**src/rtl/alu_pkg.sv**
```systemverilog
// Shared constants and types for the vector ALU issue controller.
// Bus bit 0 (instruction/data MSB) maps to the top bit of each descending SV vector.
package alu_pkg;

    localparam int unsigned NREGS  = 32;
    localparam int unsigned AW     = $clog2(NREGS);
    localparam int unsigned DW     = 64;
    localparam int unsigned NBYTES = DW / 8;

    localparam logic [5:0] OPC_RTYPE = 6'b101010;

    typedef enum logic [5:0] {
        VNOP   = 6'b000000, VAND   = 6'b000001, VOR    = 6'b000010, VXOR   = 6'b000011,
        VNOT   = 6'b000100, VMOV   = 6'b000101, VADD   = 6'b000110, VSUB   = 6'b000111,
        VMULEU = 6'b001000, VMULOU = 6'b001001, VSLL   = 6'b001010, VSRL   = 6'b001011,
        VSRA   = 6'b001100, VRTTH  = 6'b001101, VDIV   = 6'b001110, VMOD   = 6'b001111,
        VSQEU  = 6'b010000, VSQOU  = 6'b010001, VSQRT  = 6'b010010
    } func_e;

    typedef enum logic [2:0] {
        PPP_ALL  = 3'b000,
        PPP_HI   = 3'b001,
        PPP_LO   = 3'b010,
        PPP_EVEN = 3'b011,
        PPP_ODD  = 3'b100
    } ppp_e;

    typedef enum logic [1:0] {
        WW_8 = 2'b00, WW_16 = 2'b01, WW_32 = 2'b10, WW_64 = 2'b11
    } ww_e;

    localparam logic [1:0] S_IDLE = 2'd0;
    localparam logic [1:0] S_READ = 2'd1;
    localparam logic [1:0] S_EXEC = 2'd2;
    localparam logic [1:0] S_WB   = 2'd3;

    // Field order = instruction bits [0:5],[6:10],[11:15],[16:20],[21:23],[24:25],[26:31]
    typedef struct packed {
        logic [5:0]    opcode;
        logic [AW-1:0] rd;
        logic [AW-1:0] ra;
        logic [AW-1:0] rb;
        logic [2:0]    ppp;
        logic [1:0]    ww;
        logic [5:0]    func;
    } instr_t;

    // Byte enable bit k covers data[8k+7:8k]; bus byte 0 is the top byte (k=7).
    function automatic logic [NBYTES-1:0] lane_mask(input logic [2:0] ppp);
        case (ppp)
            PPP_ALL:  lane_mask = 8'hFF;
            PPP_HI:   lane_mask = 8'hF0;
            PPP_LO:   lane_mask = 8'h0F;
            PPP_EVEN: lane_mask = 8'hAA;
            PPP_ODD:  lane_mask = 8'h55;
            default:  lane_mask = 8'h00;
        endcase
    endfunction

endpackage

```
**src/rtl/vrf_32x64.sv**
```systemverilog
// 32x64 vector register file: two registered read ports, byte-enabled write port,
// combinational debug read port; synchronous reset clears every register.
module vrf_32x64
    import alu_pkg::*;
(
    input  logic              clk,
    input  logic              reset,
    input  logic              rd_en_i,
    input  logic [AW-1:0]     ra_addr_i,
    input  logic [AW-1:0]     rb_addr_i,
    output logic [DW-1:0]     ra_data_o,
    output logic [DW-1:0]     rb_data_o,
    input  logic              we_i,
    input  logic [AW-1:0]     wa_i,
    input  logic [NBYTES-1:0] wbe_i,
    input  logic [DW-1:0]     wd_i,
    input  logic [AW-1:0]     dbg_addr_i,
    output logic [DW-1:0]     dbg_rdata_c_o
);

    logic [DW-1:0] mem_q [NREGS];
    logic [DW-1:0] ra_data_q;
    logic [DW-1:0] rb_data_q;

    always_ff @(posedge clk) begin
        if (reset) begin
            for (int i = 0; i < NREGS; i++) begin
                mem_q[i] <= '0;
            end
            ra_data_q <= '0;
            rb_data_q <= '0;
        end else begin
            if (we_i) begin
                for (int b = 0; b < NBYTES; b++) begin
                    if (wbe_i[b]) begin
                        mem_q[wa_i][8*b +: 8] <= wd_i[8*b +: 8];
                    end
                end
            end
            if (rd_en_i) begin
                ra_data_q <= mem_q[ra_addr_i];
                rb_data_q <= mem_q[rb_addr_i];
            end
        end
    end

    assign ra_data_o     = ra_data_q;
    assign rb_data_o     = rb_data_q;
    assign dbg_rdata_c_o = mem_q[dbg_addr_i];

endmodule

```
**src/rtl/alu_issue_ctrl.sv**
```systemverilog
// Issue controller for the combinational vector ALU: accept, read operands,
// capture result, write back under the PPP byte-lane mask. One instruction per 4 cycles.
module alu_issue_ctrl
    import alu_pkg::*;
(
    input  logic          clk,
    input  logic          reset,
    input  logic          instr_valid,
    output logic          instr_ready,
    input  logic [31:0]   instr,
    output logic [DW-1:0] alu_rA,
    output logic [DW-1:0] alu_rB,
    output logic [5:0]    alu_op,
    output logic [5:0]    alu_R_ins,
    output logic [1:0]    alu_WW,
    input  logic [DW-1:0] alu_out,
    output logic          done,
    output logic          err,
    input  logic          dbg_we,
    input  logic [AW-1:0] dbg_addr,
    input  logic [DW-1:0] dbg_wdata,
    output logic [DW-1:0] dbg_rdata
);

    logic [1:0]    state_q, state_d;
    instr_t        instr_q, instr_d;
    logic [DW-1:0] result_q, result_d;
    logic [5:0]    op_q, op_d, func_q, func_d;
    logic [1:0]    ww_q, ww_d;
    logic          done_q, done_d, err_q, err_d;
    logic          rd_en, accept, illegal, wb_write;
    logic          rf_we;
    logic [AW-1:0] rf_wa;
    logic [NBYTES-1:0] rf_wbe;
    logic [DW-1:0] rf_wd;

    assign instr_ready = (state_q == S_IDLE) && !reset;
    assign accept      = instr_valid && instr_ready;
    assign illegal     = (instr_q.opcode != OPC_RTYPE) || (instr_q.ppp > PPP_ODD);
    assign wb_write    = (state_q == S_WB) && !illegal && (instr_q.func != VNOP);

    // Write-back owns the write port in WB; debug writes only land while idle.
    assign rf_we  = wb_write || ((state_q == S_IDLE) && dbg_we);
    assign rf_wa  = wb_write ? instr_q.rd : dbg_addr;
    assign rf_wbe = wb_write ? lane_mask(instr_q.ppp) : '1;
    assign rf_wd  = wb_write ? result_q : dbg_wdata;

    always_comb begin
        state_d  = state_q;
        instr_d  = instr_q;
        result_d = result_q;
        op_d     = op_q;
        func_d   = func_q;
        ww_d     = ww_q;
        done_d   = 1'b0;
        err_d    = 1'b0;
        rd_en    = 1'b0;
        case (state_q)
            S_IDLE: begin
                if (accept) begin
                    instr_d = instr_t'(instr);
                    state_d = S_READ;
                end
            end
            S_READ: begin
                rd_en   = 1'b1;
                op_d    = instr_q.opcode;
                func_d  = instr_q.func;
                ww_d    = instr_q.ww;
                state_d = S_EXEC;
            end
            S_EXEC: begin
                result_d = alu_out;
                done_d   = 1'b1;
                err_d    = illegal;
                state_d  = S_WB;
            end
            S_WB: begin
                state_d = S_IDLE;
            end
            default: begin
                state_d = S_IDLE;
            end
        endcase
    end

    always_ff @(posedge clk) begin
        if (reset) begin
            state_q  <= S_IDLE;
            instr_q  <= '0;
            result_q <= '0;
            op_q     <= '0;
            func_q   <= '0;
            ww_q     <= '0;
            done_q   <= 1'b0;
            err_q    <= 1'b0;
        end else begin
            state_q  <= state_d;
            instr_q  <= instr_d;
            result_q <= result_d;
            op_q     <= op_d;
            func_q   <= func_d;
            ww_q     <= ww_d;
            done_q   <= done_d;
            err_q    <= err_d;
        end
    end

    vrf_32x64 u_vrf (
        .clk           (clk),
        .reset         (reset),
        .rd_en_i       (rd_en),
        .ra_addr_i     (instr_q.ra),
        .rb_addr_i     (instr_q.rb),
        .ra_data_o     (alu_rA),
        .rb_data_o     (alu_rB),
        .we_i          (rf_we),
        .wa_i          (rf_wa),
        .wbe_i         (rf_wbe),
        .wd_i          (rf_wd),
        .dbg_addr_i    (dbg_addr),
        .dbg_rdata_c_o (dbg_rdata)
    );

    assign alu_op    = op_q;
    assign alu_R_ins = func_q;
    assign alu_WW    = ww_q;
    assign done      = done_q;
    assign err       = err_q;

endmodule
```
**config.mk**
```make
export PLATFORM = sky130hd
export DESIGN_NAME = alu_issue_ctrl
export DESIGN_NICKNAME = d
export VERILOG_FILES = /design/src/rtl/alu_pkg.sv /design/src/rtl/vrf_32x64.sv /design/src/rtl/alu_issue_ctrl.sv
export SDC_FILE = /design/constraint.sdc
export NUM_CORES = 2
export LEC_CHECK = 0
export ABC_AREA = 0
export CAP_MARGIN = 20
export CORE_ASPECT_RATIO = 1.4
export CORE_MARGIN = 1
export CORE_UTILIZATION = 55
export DETAILED_ROUTE_END_ITERATION = 10
export PLACE_DENSITY_LB_ADDON = 0.05
export SYNTH_ARGS = -nofsm -noshare
export SYNTH_HDL_FRONTEND = slang
export SYNTH_HIERARCHICAL = 1
export SYNTH_SLANG_ARGS = --single-unit
export TNS_END_PERCENT = 1
```
**constraint.sdc**
```tcl
create_clock -name clk -period 4.46 [get_ports clk]
set_input_delay 0.892 -clock clk [delete_from_list [all_inputs] [get_ports clk]]
set_output_delay 0.892 -clock clk [all_outputs]
set_load 0.05 [all_outputs]
```
==> metrics <==
synthesized netlist net count just over 9000; Post-synth EDFFs between 2000 and 2500; Hold WS between 0.3 and 0.4 ns; antenna violation net count after detailed routing 0; total CTS buffers ~240; number of clock sinks seen by CTS roughly 2300; Placement Rows roughly 220; final critical-path required period roughly 4.4 ns; static leakage approximately 52 nW; starting utilization of the core area 55.4%; most used flip-flop cell after synthesis sky130_fd_sc_hd__edfxtp_1; core region area around 250000 um2; count of vias placed by the detailed router about 94000; cell occurring most often along the worst timing path sky130_fd_sc_hd__buf_4; Slowest-stage cell, CP sky130_fd_sc_hd__nand2_1; total iterations of the first detailed-routing run 8; clock tree from TritonCTS done; required time worst endpoint a little over 5 ns; Max FO, Critical Path 14; Post-Route M1 WL ~180000 um; via density per instance just over 7; achievable frequency between 200 and 250 MHz; Buffers on Ports 377; largest net degree at the start of global routing between 150 and 200; placed cells about 12000; startpoint type of the worst setup path register; Synth area leader sky130_fd_sc_hd__edfxtp_1; post-route clock period utilization a little over nine tenths; Cell Chain, Critical Path nor4bb_1 > nand2_1 > nor3_4 > buf_4 > buf_4 > o21ai_1 > nand2_1 > buf_4 > buf_4 > nor2_1 > buf_4 > or2_2; GR Util All Layers between 40% and 50%; met2 wire length between 200000 and 250000 um; maximum root-to-sink buffer count 4; uppermost layer routed met5; number of global-route vias before repair just over 90000; crit path kind register to register; area of the die about 250000 um2; status finished, final reports clean; category of the worst setup path capture point register; worst clock skew approximately 0.044 ns; Final TNS setup 0 ns; # fillers 18285; H-tree levels 4; Synth Cell Area ~140000 um2; part of the Yosys area used for sequential elements roughly half; biggest area contributors in the synthesized netlist sky130_fd_sc_hd__edfxtp_1 (45%), sky130_fd_sc_hd__mux4_2 (26%), sky130_fd_sc_hd__and2_1 (9.5%); RSZ-0062 raised after global routing no; total number of yosys warnings 6; remaining max-slew budget at the tightest pin ~17%; asr flop ratio synth 0%; count of non-filler cells in the finished layout between 10000 and 15000; Vert. Die Dim roughly 600 um; worst hold path class primary input to register; most frequent cell after synthesis sky130_fd_sc_hd__and2_1; count of unresolved DRC violations after routing 0; Die W roughly 420 um; Mapped Avg Cell Area 14.9 um2; number of standard cells after synthesis 9153; synth unique cells slightly below 50; RD Place Congestion 0.974; global-route wire length before repair about 730000 um; fraction of layout cells with a size suffix above 1 32.2%; endpoints failing setup 0; Iter 0 DRT Violations ~13000; master cell of the clock root buffer sky130_fd_sc_hd__clkbuf_16; register bit total from synthesis between 2000 and 2500; num ports about 380; antenna violations before repair 30; Arrival @ worst endpoint 5.03 ns; total power density per cell area about 440 nW/um2; Max IR drop VDD around 400 uV; measured slew at the worst slew-check pin 1.24 ns; half-perimeter wire length after placement around 360000 um; Worst path max stage delay between 0.6 and 0.7 ns; layout-stage area growth over the synthesis result 12.8%; sum of internal, switching and leakage power roughly 67 mW; Slew Limit Fails 0; net count of the finished layout 9588; Routed met3 length roughly 60000 um; leading post-synthesis cells by instance count sky130_fd_sc_hd__and2_1 (2059), sky130_fd_sc_hd__edfxtp_1 (2048), sky130_fd_sc_hd__mux4_2 (1598); Yosys top cell area share 45.2%; hold buffer count at cts 0; Congestion Overflow GR 0; total count of hold-check failures in the final report 0; number of maximum-capacitance violations 0; average wire per cell in the routed design roughly 41 um; final wirelength around 530000 um; clock network latency to the later pin of the worst-skew pair around 0.95 ns; clock-pin slew on the worst setup and hold paths ~0.07 ns
-- cells in the final DEF (no fill, tap or decap), types with 142 or more instances in the layout --
cell type and instances:
sky130_fd_sc_hd__and2_1 2056, sky130_fd_sc_hd__edfxtp_1 2048, sky130_fd_sc_hd__mux4_2 1598, sky130_fd_sc_hd__buf_4 448, sky130_fd_sc_hd__mux2i_1 424, sky130_fd_sc_hd__nor2_1 384
sky130_fd_sc_hd__clkdlybuf4s50_1 307, sky130_fd_sc_hd__or2_2 261, sky130_fd_sc_hd__clkbuf_16 238, sky130_fd_sc_hd__dfxtp_1 233, sky130_fd_sc_hd__mux2_2 207, sky130_fd_sc_hd__o221ai_1 183
sky130_fd_sc_hd__nor2b_1 170, sky130_fd_sc_hd__o21ai_0 142
-- critical path, delay by kind of cell (launching register included) --
| family | cells | cell delay (ns) |
|---|---|---|
| compound gates | 1 | 0.33 |
| flops | 1 | 0.36 |
| simple gates | 6 | 1.97 |
| buf+inv | 5 | 1.38 |
-- cell type report --
| cell class | instances | area, um2 | share of cell area (%) |
|---|---|---|---|
| Timing Repair Buffer | 863 | 8550 | 5.57 |
| Clock inverter | 153 | 1950 | 1.27 |
| Sequential cell | 2290 | 66400 | 43.2 |
| Tap cell | 3255 | 4070 | 2.65 |
| Clock buffer | 278 | 6210 | 4.04 |
| Inverter | 5 | 18.8 | 0.0122 |
| Antenna cell | 30 | 75.1 | 0.0489 |
| Multi-Input combinational cell | 6019 | 66200 | 43.2 |
-- per-layer routing --
layer / track usage, % / vias to the layer above
li1: - / 36499
met1: 51.2 / 48607
met2: 66.5 / 6934
met3: 11.5 / 1783
met4: 27.1 / 31
met5: 0 / -
-- report_power, final --
part	internal [mW]	switching, mW	leakage [nW]
clock network	12.3	9.16	3.92
registers	24.8	1.89	23.1
logic	7.70	11.5	25.4
-- metrics by stage --
step / setup slack [ns] / cell area [um2] / util, %
finish: 0.0618 / 153000 / 62.5
global route: 0.0841 / 153000 / 62.5
CTS: 0.0769 / 153000 / 62.4
detailed placement: 0.0754 / 145000 / 59.1
global placement: 0.0543 / 145000 / 59.1
floorplan: 0.614 / 136000 / -
-- repair_timing --
item	CTS	global route
setup buffers	0	0
resized for setup	0	2
endpoints found under the setup margin	0	13
-- kinds of logic after synthesis --
kind of cell	share of synthesized area (%)
compound gates	3.34
fa+ha+maj	0.0460
buf+inv	2.69
flops	48.8
mux	31.9
simple gates	13.3
-- final timing paths --
kind	from	to	slack, ns	cells after the start
setup / recovery	instr_q[29]	u_vrf/mem_q[7][44]	0.06	12
setup reg to reg	instr_q[29]	u_vrf/mem_q[7][44]	0.06	12
hold / removal	reset	alu_op[5]	0.34	2
hold reg to reg	u_vrf/rb_data_o[4]	u_vrf/rb_data_o[4]	0.48	2
-- registers in the layout (all words and copies together), names as in the netlist --
name	count
u_vrf/mem_q	2048
alu_WW	2
state_q	2
alu_R_ins	6
instr_q	32
err	1
result_q	64
u_vrf/rb_data_o	64
u_vrf/ra_data_o	64
alu_op	6
done	1
Note: power is estimated with default switching activity, not from simulation.
